===== src/rtl/bldc_pkg.sv =====
// Shared definitions for the six-step BLDC commutator: sector codes, FSM states,
// and the forward gate table / hall decode helpers.
package bldc_pkg;

  localparam logic [2:0] SECTOR_A       = 3'd0;
  localparam logic [2:0] SECTOR_B       = 3'd1;
  localparam logic [2:0] SECTOR_C       = 3'd2;
  localparam logic [2:0] SECTOR_D       = 3'd3;
  localparam logic [2:0] SECTOR_E       = 3'd4;
  localparam logic [2:0] SECTOR_F       = 3'd5;
  localparam logic [2:0] SECTOR_INVALID = 3'd7;

  typedef enum logic [1:0] {
    ST_OFF   = 2'd0,
    ST_DEAD  = 2'd1,
    ST_DRIVE = 2'd2,
    ST_FAULT = 2'd3
  } state_t;

  // Phase bit order in both fields is {C,B,A}.
  typedef struct packed {
    logic [2:0] gh_sel;
    logic [2:0] gl;
  } gates_t;

  function automatic logic [2:0] hall_decode(input logic [2:0] hall);
    logic [2:0] s;
    case (hall)
      3'b101:  s = SECTOR_A;
      3'b100:  s = SECTOR_B;
      3'b110:  s = SECTOR_C;
      3'b010:  s = SECTOR_D;
      3'b011:  s = SECTOR_E;
      3'b001:  s = SECTOR_F;
      default: s = SECTOR_INVALID;
    endcase
    return s;
  endfunction

  function automatic gates_t gate_table(input logic [2:0] sector);
    gates_t g;
    g = '0;
    case (sector)
      SECTOR_A: begin g.gh_sel = 3'b100; g.gl = 3'b010; end
      SECTOR_B: begin g.gh_sel = 3'b001; g.gl = 3'b010; end
      SECTOR_C: begin g.gh_sel = 3'b001; g.gl = 3'b100; end
      SECTOR_D: begin g.gh_sel = 3'b010; g.gl = 3'b100; end
      SECTOR_E: begin g.gh_sel = 3'b010; g.gl = 3'b001; end
      SECTOR_F: begin g.gh_sel = 3'b100; g.gl = 3'b001; end
      default:  g = '0;
    endcase
    return g;
  endfunction

endpackage


===== src/rtl/hall_filter.sv =====
// Two-flop synchroniser followed by a stability counter; a word is accepted
// only after it has been seen unchanged for FILTER_CYCLES consecutive cycles.
module hall_filter #(
  parameter int FILTER_CYCLES = 1000,
  parameter int W             = 3
) (
  input  logic         clk,
  input  logic         reset,
  input  logic [W-1:0] din,
  output logic [W-1:0] word,
  output logic         valid
);

  localparam int            CW      = $clog2(FILTER_CYCLES + 1);
  localparam logic [CW-1:0] CNT_MAX = CW'(FILTER_CYCLES);

  logic [W-1:0]  sync1;
  logic [W-1:0]  sync2;
  logic [W-1:0]  cand;
  logic [CW-1:0] cnt;
  logic [CW-1:0] cnt_next;

  // A fresh word has already been stable for one cycle when first compared.
  always_comb begin
    cnt_next = cnt;
    if (sync2 != cand) begin
      cnt_next = CW'(1);
    end else if (cnt != CNT_MAX) begin
      cnt_next = cnt + 1'b1;
    end
  end

  always_ff @(posedge clk) begin
    if (reset) begin
      sync1 <= '0;
      sync2 <= '0;
      cand  <= '0;
      cnt   <= '0;
      word  <= '0;
      valid <= 1'b0;
    end else begin
      sync1 <= din;
      sync2 <= sync1;
      cand  <= sync2;
      cnt   <= cnt_next;
      if (cnt_next == CNT_MAX) begin
        word  <= sync2;
        valid <= 1'b1;
      end
    end
  end

endmodule


===== src/rtl/bldc_commutator.sv =====
// Six-step BLDC commutation: filtered hall decode, dead-time FSM driving the
// half-bridge gates, fault shutdown and stall detection.
module bldc_commutator
  import bldc_pkg::*;
#(
  parameter int DEADTIME_CYCLES    = 1024,
  parameter int HALL_FILTER_CYCLES = 1000,
  parameter int STALL_CYCLES       = 1_600_000,
  parameter int CNT_W              = 24
) (
  input  logic       clk,
  input  logic       reset,
  input  logic [2:0] hall,
  input  logic       pwm_in,
  input  logic       dir,
  input  logic       enable,
  input  logic       fault_n,
  output logic [2:0] gh,
  output logic [2:0] gl,
  output logic [2:0] sector,
  output logic       sector_step,
  output logic       hall_fault,
  output logic       stall
);

  localparam int               DW        = $clog2(DEADTIME_CYCLES + 1);
  localparam logic [DW-1:0]    DEAD_LAST = DW'(DEADTIME_CYCLES - 1);
  localparam logic [CNT_W-1:0] STALL_MAX = CNT_W'(STALL_CYCLES);

  logic [2:0]       hall_word;
  logic             hall_valid;
  logic [2:0]       sector_dec;
  logic             fault_s1;
  logic             fault_s2;
  logic [CNT_W-1:0] stall_cnt;

  state_t           state, state_next;
  logic [DW-1:0]    dead_cnt, dead_next;
  logic [2:0]       gh_sel, gh_sel_next;
  logic [2:0]       gl_next;
  logic             drive_dir, drive_dir_next;
  logic             fault_cond;
  gates_t           fwd;
  gates_t           pattern;

  hall_filter #(
    .FILTER_CYCLES(HALL_FILTER_CYCLES),
    .W            (3)
  ) u_hall_filter (
    .clk  (clk),
    .reset(reset),
    .din  (hall),
    .word (hall_word),
    .valid(hall_valid)
  );

  assign sector_dec = hall_valid ? hall_decode(hall_word) : SECTOR_INVALID;

  // Steps are only reported between two valid sectors.
  always_ff @(posedge clk) begin
    if (reset) begin
      sector      <= SECTOR_INVALID;
      sector_step <= 1'b0;
      hall_fault  <= 1'b0;
      fault_s1    <= 1'b1;
      fault_s2    <= 1'b1;
    end else begin
      sector      <= sector_dec;
      sector_step <= (sector != SECTOR_INVALID) && (sector_dec != SECTOR_INVALID) &&
                     (sector_dec != sector);
      hall_fault  <= hall_valid && (sector_dec == SECTOR_INVALID);
      fault_s1    <= fault_n;
      fault_s2    <= fault_s1;
    end
  end

  always_ff @(posedge clk) begin
    if (reset) begin
      stall_cnt <= '0;
    end else if (!enable || sector_step) begin
      stall_cnt <= '0;
    end else if (stall_cnt != STALL_MAX) begin
      stall_cnt <= stall_cnt + 1'b1;
    end
  end

  assign stall = (stall_cnt == STALL_MAX);

  always_ff @(posedge clk) begin
    if (reset) begin
      state     <= ST_OFF;
      dead_cnt  <= '0;
      gh_sel    <= '0;
      gl        <= '0;
      drive_dir <= 1'b1;
    end else begin
      state     <= state_next;
      dead_cnt  <= dead_next;
      gh_sel    <= gh_sel_next;
      gl        <= gl_next;
      drive_dir <= drive_dir_next;
    end
  end

  assign fault_cond = !fault_s2 || hall_fault;
  assign fwd        = gate_table(sector);
  // Reverse rotation drives the same phase pair with high and low exchanged.
  assign pattern    = dir ? fwd : '{gh_sel: fwd.gl, gl: fwd.gh_sel};

  always_comb begin
    state_next     = state;
    dead_next      = dead_cnt;
    gh_sel_next    = gh_sel;
    gl_next        = gl;
    drive_dir_next = drive_dir;
    if (fault_cond) begin
      state_next  = ST_FAULT;
      dead_next   = '0;
      gh_sel_next = '0;
      gl_next     = '0;
    end else begin
      case (state)
        ST_OFF: begin
          gh_sel_next = '0;
          gl_next     = '0;
          if (enable && (sector != SECTOR_INVALID)) begin
            state_next = ST_DEAD;
            dead_next  = '0;
          end
        end
        ST_DEAD: begin
          gh_sel_next = '0;
          gl_next     = '0;
          if (!enable) begin
            state_next = ST_OFF;
          end else if (sector_step) begin
            dead_next = '0;
          end else if (dead_cnt == DEAD_LAST) begin
            state_next     = ST_DRIVE;
            gh_sel_next    = pattern.gh_sel;
            gl_next        = pattern.gl;
            drive_dir_next = dir;
          end else begin
            dead_next = dead_cnt + 1'b1;
          end
        end
        ST_DRIVE: begin
          if (!enable) begin
            state_next  = ST_OFF;
            gh_sel_next = '0;
            gl_next     = '0;
          end else if (sector_step || (dir != drive_dir)) begin
            state_next  = ST_DEAD;
            dead_next   = '0;
            gh_sel_next = '0;
            gl_next     = '0;
          end
        end
        ST_FAULT: begin
          state_next  = ST_OFF;
          gh_sel_next = '0;
          gl_next     = '0;
        end
        default: begin
          state_next  = ST_OFF;
          gh_sel_next = '0;
          gl_next     = '0;
        end
      endcase
    end
  end

  assign gh = gh_sel & {3{pwm_in}};

endmodule

===== config.mk =====
export PLATFORM = sky130hd
export DESIGN_NAME = bldc_commutator
export DESIGN_NICKNAME = d
export VERILOG_FILES = /design/src/rtl/bldc_pkg.sv /design/src/rtl/hall_filter.sv /design/src/rtl/bldc_commutator.sv
export SDC_FILE = /design/constraint.sdc
export NUM_CORES = 1
export LEC_CHECK = 0
export CAP_MARGIN = 25
export CORE_ASPECT_RATIO = 1.1
export CORE_MARGIN = 10
export CORE_UTILIZATION = 25
export DETAILED_ROUTE_END_ITERATION = 12
export GPL_TIMING_DRIVEN = 0
export HOLD_SLACK_MARGIN = 0.1
export PLACE_DENSITY_LB_ADDON = 0.15
export SLEW_MARGIN = 20
export SYNTH_ARGS = -nofsm -noshare
export SYNTH_HDL_FRONTEND = slang
export SYNTH_SLANG_ARGS = --single-unit

===== constraint.sdc =====
create_clock -name clk -period 3.6 [get_ports clk]
set_clock_uncertainty 0.05 [all_clocks]
set_input_delay 0.72 -clock clk [delete_from_list [all_inputs] [get_ports clk]]
set_output_delay 0.72 -clock clk [all_outputs]
set_load 0.1 [all_outputs]

* After elaboration in Yosys (flattened, before gate mapping) *
Cells that the tools add are included.

storage, ports and cells
  word-level logic and storage cells = 107
  bits in read-only memories = 0
  memories = 0
  RAM bits = 0
  latch bits = 0
  register bits after elaboration = 74

cells by class
  shift-type cells = 0
  mux-type cells = 31
  bitwise logic cells = 3
  divide/modulo/power cells = 0
  add/subtract/negate cells = 3
  equal/unequal tests = 35
  magnitude comparators = 0
  multiply operators = 0
  reduce and logical (&&, ||, !) cells = 18

operators with widths
  kind                     number
  $mux W11                 6
  $pmux W6 S6              1
  $pmux W11 S3             1
  $mux W3                  9
  $add A24 B1 Y24 const B  1
  $eq A24 B21 Y1 const B   1
  $ne A24 B21 Y1 const B   1
  $mux W10                 2
  $eq A3 B3 Y1 const B     6
  $pmux W3 S3              2
  $pmux W3 S6              1
  $ne A3 B3 Y1 const B     5
  $mux W2                  7
  $eq A3 B2 Y1 const B     4
  $ne A4 B4 Y1 const B     3
  $add A11 B1 Y11 const B  1
  $eq A11 B10 Y1 const B   1
  $add A10 B1 Y10 const B  1
  $eq A10 B10 Y1 const B   1
  $ne A10 B10 Y1 const B   1
  $ne A2 B2 Y1 const B     4
  $pmux W2 S4              1
  $eq A3 B1 Y1 const B     2
  $mux W6                  1
  other kinds (16)         27

* Logic depth before layout (Yosys ltp) *
Gate-level depths: netlist (run 1).

  depth after elaboration = 7
  depth in mapped cells = 8
  depth with buffers taken out = 8

* Modules after synthesis *
From an unflattened synthesis (run 1), not the netlist that was laid out.

unflattened totals
  cells, all modules = 434
  area, all modules = 3777.4 um^2

modules (own cells, without submodules)
  module           cells each  area an instance (um^2)  instances
  bldc_commutator  325         2712.6                   1
  hall_filter      109         1064.8                   1

* Least setup slack after synthesis (run 1) *
No wires, ideal clock.

  path kind = register to output
  from = register stall_cnt[0]
  to = output port stall
  required time = 2830 ps
  path slack = -394 ps
  stages on the path, launching flop included = 6
  buffers on the path = 0
  arrival = 3224 ps
  cell sequence = dfxtp_1 inv_1 ha_1 nor4bb_1 nand4_1 nor3_1

on the way
  word-level cells in the longest chain between the ends = 1

RTL lines
  what                    RTL line               RTL
  from (decl)             bldc_commutator.sv:35  logic [CNT_W-1:0] stall_cnt;
  from (signal assigned)  bldc_commutator.sv:83  stall_cnt <= stall_cnt + 1'b1;
  $eq A24 B21 Y1          bldc_commutator.sv:87  assign stall = (stall_cnt == STALL_MAX);
  to (decl)               bldc_commutator.sv:23  output logic stall

Every way passes these cells.

* Worst setup path in the final report (run 1) *
  from = input port pwm_in
  to = output port gh[2]

on the way
  word-level cells in the longest chain between the ends = 1

RTL lines
  what           RTL line                RTL
  from (decl)    bldc_commutator.sv:14   input logic pwm_in,
  $and A3 B3 Y3  bldc_commutator.sv:173  assign gh = gh_sel & {3{pwm_in}};
  to (decl)      bldc_commutator.sv:18   output logic [2:0] gh,

Every way passes these cells.

==> results.md, run 1 <==
* Detailed Route WL at between 7 and 8 mm
* Top library cells by usage in the layout, fill and taps aside: dfxtp_1 (74), nor2_1 (59), xor2_1 (28), nand2_1 (23), nand3_1 (22)
* Clock sink count at 74
* Most area-consuming cells after synthesis: dfxtp_1 (42%), xor2_1 (6.9%), nor2_1 (6.3%)
* Port Buf Inserts at 20
* Fillers at 1,506
* Area fraction in and, or, nand and nor cells after synthesis at a little under a third
* Most Crowded Layer GR: met2
* Seq cells post-synth at 74
* Type of the most critical hold path: flop to flop
* Power per cell area at a little over 400 nW/um^2
* H-Tree Level Count at 3
* Final instance area at between 4000 and 5000 sq um
* Number of routed nets with antenna violations at 0
* Largest area contributor in the netlist: dfxtp_1
* Clk Latency, worst-skew pair at between 300 and 400 ps
* Maximum number of pins on one net before global-route repair at 14
* Number of max-slew violations in the final report at 0
* Die Y-Extent at around 140 um
* Global placer's final weighted congestion at between 0.7 and 0.8
* Post-DR wirelength/cell at 12.14 um
* Post-CTS Hold Fix Bufs at 0
* Number of vias per cell after detailed routing at 4.448
* Ys async rst share at 0%
* Reg-to-Reg Start: u_hall_filter.cnt[0]$_SDFF_PP0_
* Drt initial violations at around 130
* Area of the mapped netlist at around 3500 sq um
* Met3 track utilization from global routing at just under 3%
* Via count of the first global-routing pass at 2,767
* Share of synthesized area spent on multiplexers at under 10%
* Worst Setup SP: pwm_in
* Placed cell areas at 3975 sq um
* Global-route usage over all layers at under 10%
* Ant diodes at 0
* Die Width at roughly 130 um
* CTS root buf: clkbuf_16
* Count of unresolved DRC violations after routing at 0
* Fraction of final layout cells with drive strength greater than 1 at 7.675%
* Max clock buf depth at 2
* Global-route wire length before repair at between 10 and 15 mm
* CP endpoint: gh[2]
* MaxCap Viol Count at 0
* Post-synthesis xor/xnor area fraction at between 10% and 20%
* Most common cell after layout, fill and taps aside: dfxtp_1
* CTS tree: built
* Final setup violation count at 0
* Die outline area at 19,300 sq um
* Vias at 2,807
* Clock transition at the registers of the reported paths at 60 ps
* Seq/Total Area, Yosys at about two fifths
* RSZ-0062 raised after global routing: false
* Finished Layout Cells at ~630
* Top-area cell type share of the netlist area at about two fifths
* Avg Inst Size Synth at slightly below 9 sq um
* Fmax achieved at 310.0 MHz
* Compound-gate portion of the synthesized area at 8.531%
* Dominant register cell in the synthesized netlist: dfxtp_1
* Hold violation count in the final report at 0
* Count of pins on the block boundary at 21
* Reg2Reg Depth at 7
* Count of synthesis-stage warnings from yosys at 0
* Unique masters post-synth at 55
* Leakage dissipation at about 1.5 nW
* Floorplan core area at about 14,000 sq um
* Gate Count Post-Synth at between 400 and 500
* Fraction of the cycle the final worst path needs at 89.60%
* Required arrival time at the worst endpoint at 2830 ps
* Global-route met2 utilization at ~14%
* Number of CTS-inserted buffers at 9
* Data arrival time of the worst path at between 2000 and 2500 ps
* EDFF count, synth at 0
* Post-detailed-placement half-perimeter wirelength at roughly 5.6 mm
* Worst Max-Slew Pin Slew at ~970 ps
* Status: finished, final reports clean
* Number of antenna violations at the first check in global routing at 0
* Number of placement rows at 45
* Post-Synth Adder-Cell Area at around 1.8%
* Critical path peak fanout at 3
* Reg-to-reg setup timing slack at between 1000 and 1500 ps
* Total nets after synthesis at 421
* Final-stage net count at between 400 and 500
* Starting Density at ~26%
* Critical Path Source Type: input port
* Total instance count after detailed placement at between 600 and 700
* Slew headroom at a little over a third
* Area overhead of the layout relative to synthesis at 20.00%
* Maximum ir drop on the vdd rail at 0.1623 mV
* Critical Path End Type: output port
* Post-layout min period at about 3200 ps
* Largest family of logic cells by synthesized area: simple AND/OR/NAND/NOR gates
* Length of the first detailed-routing pass in iterations at 4
* Global routing usage on met1 at about a tenth
* Setup TNS at 0 ps
* Setup Crit Path Kind: input port to output port
* Gr ovfl total at 0
* Worst reg2reg endpoint: u_hall_filter.word[0]$_SDFFE_PP0N_
-- synthesized netlist by cell type, types with 9 or more instances --
master     n
nand4_1   12
nand2_1   23
nor2b_1   20
inv_1     17
clkbuf_1  12
dfxtp_1   74
xor2_1    28
nor2_1    59
xnor2_1   17
nor3_1    11
a21oi_1   11
and3_1     9
o21ai_0    9
nand3_1   22
-- worst min-delay path by stage --
stage | start | end | slack (ps) | cells past startpoint
5_1_grt | fault_s1$_SDFF_PP1_ | fault_s2$_SDFF_PP1_ | 390 | 1
3_3_place_gp | fault_s1$_SDFF_PP1_ | fault_s2$_SDFF_PP1_ | 350 | 1
2_1_floorplan | fault_s1$_SDFF_PP1_ | fault_s2$_SDFF_PP1_ | 340 | 1
6_report | fault_s1$_SDFF_PP1_ | fault_s2$_SDFF_PP1_ | 370 | 1
4_1_cts | fault_s1$_SDFF_PP1_ | fault_s2$_SDFF_PP1_ | 370 | 1
3_5_place_dp | fault_s1$_SDFF_PP1_ | fault_s2$_SDFF_PP1_ | 360 | 1
-- flip-flops by register name (all words and copies together) (netlist names), 2 cells and up --
signal / cells
dead_cnt: 11
gh_sel: 3
gl: 3
sector: 3
stall_cnt: 24
state: 2
u_hall_filter.cand: 3
u_hall_filter.cnt: 10
u_hall_filter.sync1: 3
u_hall_filter.sync2: 3
u_hall_filter.word: 3
-- layer usage --
layer	part of all wire (%)	wire, um	up-vias
li1	-	-	1473
met1	49	3750	1295
met4	1.8	140	0
met3	3.7	286	10
met5	0	0	-
met2	45	3482	29
-- report_power, final --
part           internal (mW)  switching [mW]  leakage [nW]
Clock                  0.463           0.358         0.127
Sequential             0.829         0.00780         0.599
Combinational         0.0282          0.0427         0.725
Total                   1.32           0.409          1.45
-- logic make-up after synthesis --
logic type                 after synthesis
buffers and inverters                   31
adders and majority gates                5
xor gates and xnor gates                45
and+or+nand+nor                        200
DFF                                     74
AOI/OAI and AO/OA                       44
muxes                                    8
-- per-stage QoR --
step	power (mW)	util, %	setup WS (ps)	hold WS, ps
4_1_cts	1.764	30.65	89.47	370.2
5_1_grt	1.820	30.62	337.0	392.5
3_3_place_gp	0.9272	28.70	174.2	352.9
6_report	1.729	30.62	374.4	367.1
3_5_place_dp	0.9270	28.70	154.5	355.9
2_1_floorplan	0.8987	-	537.7	339.5
-- repair_timing --
item / 4_1_cts / 5_1_grt
setup endpoints to repair: 1 / 1
resized for setup: 1 / 2
setup buffers: 0 / 0
-- cell type report --
type | instances | area [sq um] | share of cell area [%]
plain buffers | 14 | 63.81 | 1.504
flip-flops and latches | 74 | 1481 | 34.93
clock buffers | 9 | 225.2 | 5.310
clock inverters | 7 | 46.29 | 1.091
inverters | 17 | 63.81 | 1.504
multi-input cells | 302 | 1931 | 45.52
well taps | 188 | 235.2 | 5.546
repair buffers | 20 | 195.2 | 4.602
-- critical path, stage by stage --
cell and delay, ps:
clkdlybuf4s50_1 480, and2_1 130, clkdlybuf4s50_1 1130
Power figures use the tool's default switching activity.
==> inputs of run 2 (changes only) <==
--- a/config.mk
+++ b/config.mk
@@ -7,12 +7,13 @@
 export LEC_CHECK = 0
 export CAP_MARGIN = 25
 export CORE_ASPECT_RATIO = 1.1
-export CORE_MARGIN = 10
+export CORE_MARGIN = 4
 export CORE_UTILIZATION = 25
 export DETAILED_ROUTE_END_ITERATION = 12
 export GPL_TIMING_DRIVEN = 0
 export HOLD_SLACK_MARGIN = 0.1
 export PLACE_DENSITY_LB_ADDON = 0.15
+export SETUP_SLACK_MARGIN = 0.5
 export SLEW_MARGIN = 20
 export SYNTH_ARGS = -nofsm -noshare
 export SYNTH_HDL_FRONTEND = slang
==> run 2 against run 1 <==
  * Combinational power decreased by 1%
  * Flip-flop and latch count unchanged
  * Global-route usage increased by 1.5 points
  * Worst setup slack improved by 280 ps
  * Via count decreased by 0.29%
  * Total power increased by 4.4%
  * Critical path depth unchanged
  * Sequential power about the same
  * Non-clock buffer count unchanged
  * Count of clock-buffer cells in the layout increased by 2
  * Largest cell class unchanged
  * Largest power group is now clock
  * Highest routed layer unchanged
==> results.md, run 2 (synthesis results as in run 1) <==
* Status: finished, final reports clean
* Fraction of the cycle the final worst path needs at 81.82% (-7.8 points)
* Number of vias per cell after detailed routing at 4.436 (-0.29%)
* Total instance count after detailed placement at 615 (unchanged)
* Setup Crit Path Kind: input port to output port
* Largest register FFs at 24 (unchanged)
* Clk Latency, worst-skew pair at 320 ps (-20 ps)
* H-Tree Level Count at 3 (unchanged)
* Placed cell areas at 3975 sq um (unchanged)
* Floorplan core area at 13,850 sq um (unchanged)
* Clock sink count at 74 (unchanged)
* Global placer's final weighted congestion at 0.7512 (-2.6%)
* Count of pins on the block boundary at 21 (unchanged)
* Global-route wire length before repair at 13.25 mm (about the same)
* Required arrival time at the worst endpoint at 2830 ps (about the same)
* Cell-by-cell listing of the critical path: clkdlybuf4s50_1 -> and2_1 -> dlygate4sd2_1
* Vias at 2,799 (-0.29%)
* Number of routed nets with antenna violations at 0 (unchanged)
* Length of the first detailed-routing pass in iterations at 4 (unchanged)
* Die Width at 121.4 um (-9.0%)
* Die outline area at 16,110 sq um (-17%)
* Finished Layout Cells at 631 (unchanged)
* Post-DR wirelength/cell at 12.01 um (-1.0%)
* Number of max-slew violations in the final report at 0 (unchanged)
* Fmax achieved at 339.5 MHz (+9.5%)
* Hold violation count in the final report at 0 (unchanged)
* Gr ovfl total at 0 (unchanged)
* CTS root buf: clkbuf_16
* Most common cell after layout, fill and taps aside: dfxtp_1
* MaxCap Viol Count at 0 (unchanged)
* Ant diodes at 0 (unchanged)
* Worst hold slack after final layout at 364.7 ps (-2.431 ps)
* CTS tree: built
* Max clock buf depth at 2 (unchanged)
* Post-detailed-placement half-perimeter wirelength at 5.490 mm (-1.5%)
* Top register by number of flip-flops: stall_cnt
* Power per cell area at 423.1 nW/um^2 (+3.8%)
* Final-stage net count at 452 (unchanged)
* Number of CTS-inserted buffers at 9 (unchanged)
* Maximum number of pins on one net before global-route repair at 13 (-1)
* Maximum ir drop on the vdd rail at 0.2323 mV (+43%)
* Largest registers: stall_cnt (24), dead_cnt (11), u_hall_filter.cnt (10)
* Top library cells by usage in the layout, fill and taps aside: dfxtp_1 (74), nor2_1 (59), xor2_1 (28), nand2_1 (23), nand3_1 (22)
* RSZ-0062 raised after global routing: false
* Worst Max-Slew Pin Slew at 970.2 ps (-1.890 ps)
* Post-CTS Setup Inserts at 0 (unchanged)
* Die Y-Extent at 132.7 um (-8.3%)
* Count of unresolved DRC violations after routing at 0 (unchanged)
* Final setup violation count at 0 (unchanged)
* Critical Path End Type: output port
* Port Buf Inserts at 20 (unchanged)
* Starting Density at 25.52% (unchanged)
* Fraction of final layout cells with drive strength greater than 1 at 7.449% (-0.23 points)
* Area overhead of the layout relative to synthesis at 20.67%
* Post-layout min period at 2945 ps (-280.2 ps)
* Setup TNS at 0 ps (unchanged)
* Met1 layer wirelength in the final routing at 3.712 mm (-1.0%)
* Global-route usage over all layers at 10.06% (+1.5 points)
* Via count of the first global-routing pass at 2,829 (+2.2%)
* Type of the most critical hold path: flop to flop
* Final instance area at 4265 sq um (+0.56%)
* Detailed-routed wire length on met2 at 3.567 mm (+2.4%)
* Highest Signal Layer: met4
* Worst setup timing slack at the placement stage at 188.3 ps (+33.76 ps)
* Finished Core Util at 30.79% (+0.17 points)
* Pwr Total at 1.805 mW (+4.4%)
* Data arrival time of the worst path at 2180 ps (-280 ps)
* Final setup slack of the worst path at 654.6 ps (+280.2 ps)
* Number of antenna violations at the first check in global routing at 0 (unchanged)
* Critical path peak fanout at 3 (unchanged)
* Leakage dissipation at 1.488 nW (+2.6%)
* Max stage delay cell, worst path: dlygate4sd2_1
* Number of placement rows at 45 (unchanged)
* Critical Path Source Type: input port
* Total met3 wirelength after detailed routing at 211 um (-26%)
* Detailed Route WL at 7.581 mm (-1.0%)
* Drt initial violations at 149 (+17%)
* Clock transition at the registers of the reported paths at 60 ps (about the same)
* Largest stage delay on the critical path at 850 ps (-280 ps)
* Slew headroom at 35.12% (+0.13 points)
run 2: cell types whose count changed in the layout (fill, tap and decap cells not counted):
cell	before	now
buf_4	1	2
clkinvlp_4	3	0
clkdlybuf4s50_1	19	16
clkbuf_1	12	13
clkbuf_8	0	1
clkbuf_2	1	0
dlygate4sd2_1	0	3
bufinv_16	0	1
run 2: path summary, 6_finish.rpt:
path,end,cells past startpoint,from,slack (ps)
max reg2reg,u_hall_filter.word[1]$_SDFFE_PP0N_,7,u_hall_filter.cnt[0]$_SDFF_PP0_,1270
min reg2reg,fault_s2$_SDFF_PP1_,1,fault_s1$_SDFF_PP1_,360
max,gh[0],3,pwm_in,650
min,fault_s2$_SDFF_PP1_,1,fault_s1$_SDFF_PP1_,360
run 2: repair_timing:
action,in CTS,in global routing
resized for setup,6,4
setup endpoints to repair,4,1
gates cloned,0,0
hold buffers,0,0
run 2: final cells by class:
type	count	area, sq um
Timing Repair Buffer	20	193.9
Clock inverter	5	53.80
Sequential cell	74	1481
Buffer	14	63.81
Clock buffer	11	242.7
Fill cell	1515	9585
Inverter	17	63.81
Tap cell	188	235.2
Multi-Input combinational cell	302	1931
run 2: per-layer routing:
metal,GRT usage (%),up-vias
li1,-,1467
met1,12.58,1285
met2,16.62,40
met3,2.437,7
met4,3.923,0
met5,0,-
run 2: critical path: cells and delay by family:
family | cells | cell delay [ps]
buf+inv | 2 | 1330
simple gates | 1 | 120
run 2: where the power goes:
part           switching [mW]  internal [mW]
clock                   0.344          0.554
sequential            0.00792          0.829
combinational          0.0420         0.0282
==> inputs of run 3 (changes only) <==
==> constraint.sdc (replaced) <==
create_clock -name clk -period 2.64 [get_ports clk]
set_clock_uncertainty 0.05 [all_clocks]
set_input_delay 0.528 -clock clk [delete_from_list [all_inputs] [get_ports clk]]
set_output_delay 0.528 -clock clk [all_outputs]
set_load 0.1 [all_outputs]
==> run 3 against run 2 <==
  * Clock power grew 29%
  * Via count grew 1.5%
  * Sequential power grew 36%
  * Utilization grew 1.5 points
  * Worst setup slack lost 300 ps
  * Non-clock buffer count grew 9
  * Flip-flop and latch count is the same
  * Hold slack lost 8.3 ps
  * Die area is the same
  * Combinational power grew 57%
  * Global-route usage is essentially flat
  * Critical endpoint is now stall
  * Largest cell class unchanged
==> results.md, run 3 (synthesis results as in run 1) <==
* Maximum ir drop on the vdd rail at 0.2775 mV (+19%)
* Max clock buf depth at 2 (unchanged)
* Global placer's final weighted congestion at 0.7569 (+0.76%)
* Via count of the first global-routing pass at 2,686 (-5.1%)
* Die Width at 121.4 um (unchanged)
* Most common cell after layout, fill and taps aside: dfxtp_1
* Fraction of final layout cells with drive strength greater than 1 at 17.48% (+10 points)
* Die outline area at 16,110 sq um (unchanged)
* Number of antenna violations at the first check in global routing at 0 (unchanged)
* Top register by number of flip-flops: stall_cnt
* Critical Path Source Type: flop
* Critical path peak fanout at 3 (unchanged)
* Power per cell area at 538.8 nW/um^2 (+27%)
* Worst hold slack after final layout at 356.4 ps (-8.312 ps)
* Largest stage delay on the critical path at 350 ps (-500 ps)
* Floorplan core area at 13,850 sq um (unchanged)
* Data arrival time of the worst path at 1710 ps (-470 ps)
* Pwr Total at 2.410 mW (+34%)
* Clock transition at the registers of the reported paths at 60 ps (about the same)
* Fraction of the cycle the final worst path needs at roughly 86%
* Post-DR wirelength/cell at 11.91 um (-0.86%)
* Largest registers: stall_cnt (24), dead_cnt (11), u_hall_filter.cnt (10)
* Required arrival time at the worst endpoint at 2060 ps (-770 ps)
* Number of CTS-inserted buffers at 9 (unchanged)
* Hold violation count in the final report at 0 (unchanged)
* Post-layout min period at 2283 ps
* Vias at 2,840 (+1.5%)
* Count of unresolved DRC violations after routing at 0 (unchanged)
* Length of the first detailed-routing pass in iterations at 4 (unchanged)
* Cell-by-cell listing of the critical path: inv_2 -> ha_4 -> nor4bb_4 -> nand4_1 -> nor3_4 -> buf_12
* Largest register FFs at 24 (unchanged)
* RSZ-0062 raised after global routing: true
* MaxCap Viol Count at 0 (unchanged)
* Port Buf Inserts at 20 (unchanged)
* Final setup violation count at 0 (unchanged)
* CTS root buf: clkbuf_16
* Gr ovfl total at 0 (unchanged)
* Top library cells by usage in the layout, fill and taps aside: dfxtp_1 (61), nor2_1 (59), xor2_1 (28), nand3_1 (22), nand2_1 (21)
* Post-detailed-placement half-perimeter wirelength at 5.369 mm (-2.2%)
* Detailed Route WL at 7.623 mm (+0.55%)
* Status: finished, final reports clean
* Setup Crit Path Kind: flop to output port
* Number of routed nets with antenna violations at 0 (unchanged)
* Ant diodes at 0 (unchanged)
* Number of vias per cell after detailed routing at 4.438 (about the same)
* Die Y-Extent at 132.7 um (unchanged)
* Worst Max-Slew Pin Slew at 953.6 ps (-16.53 ps)
* Drt initial violations at 94 (-37%)
* Number of max-slew violations in the final report at 0 (unchanged)
* Count of pins on the block boundary at 21 (unchanged)
* Clk Latency, worst-skew pair at 330 ps (about the same)
* Area overhead of the layout relative to synthesis at 26.55%
* Starting Density at 25.52% (unchanged)
* Maximum number of pins on one net before global-route repair at 12 (-1)
* Final-stage net count at 461 (+2.0%)
* Max stage delay cell, worst path: dfxtp_4
* Fmax achieved at 437.9 MHz
* Clock sink count at 74 (unchanged)
* Global-route wire length before repair at 12.94 mm (-2.3%)
* Critical Path End Type: output port
* Finished Core Util at 32.29% (+1.5 points)
* Type of the most critical hold path: flop to flop
* H-Tree Level Count at 3 (unchanged)
* Slew headroom at 36.67% (+1.6 points)
* Number of placement rows at 45 (unchanged)
* Leakage dissipation at 1.589 nW (+6.8%)
* CP bufs+invs at 2 (unchanged)
* CTS tree: built
* Global-route usage over all layers at 10.02% (-0.043 points)
* Dominant delay contributor by cell family on the critical path: simple AND/OR/NAND/NOR gates
[run 3: changes by cell type in the layout (fill, tap and decap cells not counted), moves of 3 or more]
cell	change
dfxtp_4	+4
dfxtp_2	+9
dfxtp_1	-13
clkbuf_2	+4
clkbuf_4	+3
buf_4	+7
clkdlybuf4s15_2	+3
clkbuf_1	-3
clkdlybuf4s50_1	-9
inv_1	-3
[run 3: area by class of cell]
cell class,count,area (sq um)
Fill cell,1509,9378
Buffer,14,72.57
Tap cell,188,235.2
Clock buffer,14,274.0
Inverter,17,66.31
Timing Repair Buffer,29,272.8
Clock inverter,2,10.01
Multi-Input combinational cell,302,2034
Sequential cell,74,1508
[run 3: power breakdown]
group	total [mW]	switching, mW	internal, mW
combinational	0.110	0.0627	0.0474
sequential	1.14	0.0122	1.13
clock	1.16	0.448	0.711
total	2.41	0.523	1.89
[run 3: layer usage]
metal / GRT usage [%] / up-vias / share of wire, %
li1: - / 1488 / -
met1: 13.05 / 1307 / 50
met2: 14.96 / 31 / 45
met3: 2.480 / 14 / 3.0
met4: 5.791 / 0 / 2.5
met5: 0 / - / 0
[run 3: what timing repair did]
item | in CTS | in global routing
endpoints found under the setup margin | 27 | 20
gates cloned | 0 | 0
hold buffers | 0 | 0
buffers inserted | 4 | 5
gates resized for setup | 58 | 26
pin swaps | 9 | 5
[run 3: per-stage QoR]
stage | cells | setup slack (ps) | area (sq um) | TNS [ps]
finish | 640 | 356.6 | 4473 | 0
global route | 640 | 267.3 | 4473 | 0
CTS | 635 | 242.8 | 4353 | 0
detailed placement | 615 | -361.4 | 3991 | -945.9
global placement | 615 | -373.9 | 3991 | -980.6
floorplan | 407 | 316.0 | 3556 | 0
[run 3: final timing paths]
path	cells after the start	start	slack, ps	to
hold reg to reg	1	fault_s1$_SDFF_PP1_	360	fault_s2$_SDFF_PP1_
setup reg to reg	6	u_hall_filter.cnt[2]$_SDFF_PP0_	460	u_hall_filter.word[1]$_SDFFE_PP0N_
hold / removal	1	fault_s1$_SDFF_PP1_	360	fault_s2$_SDFF_PP1_
setup / recovery	6	stall_cnt[1]$_SDFFE_PP0N_	360	stall
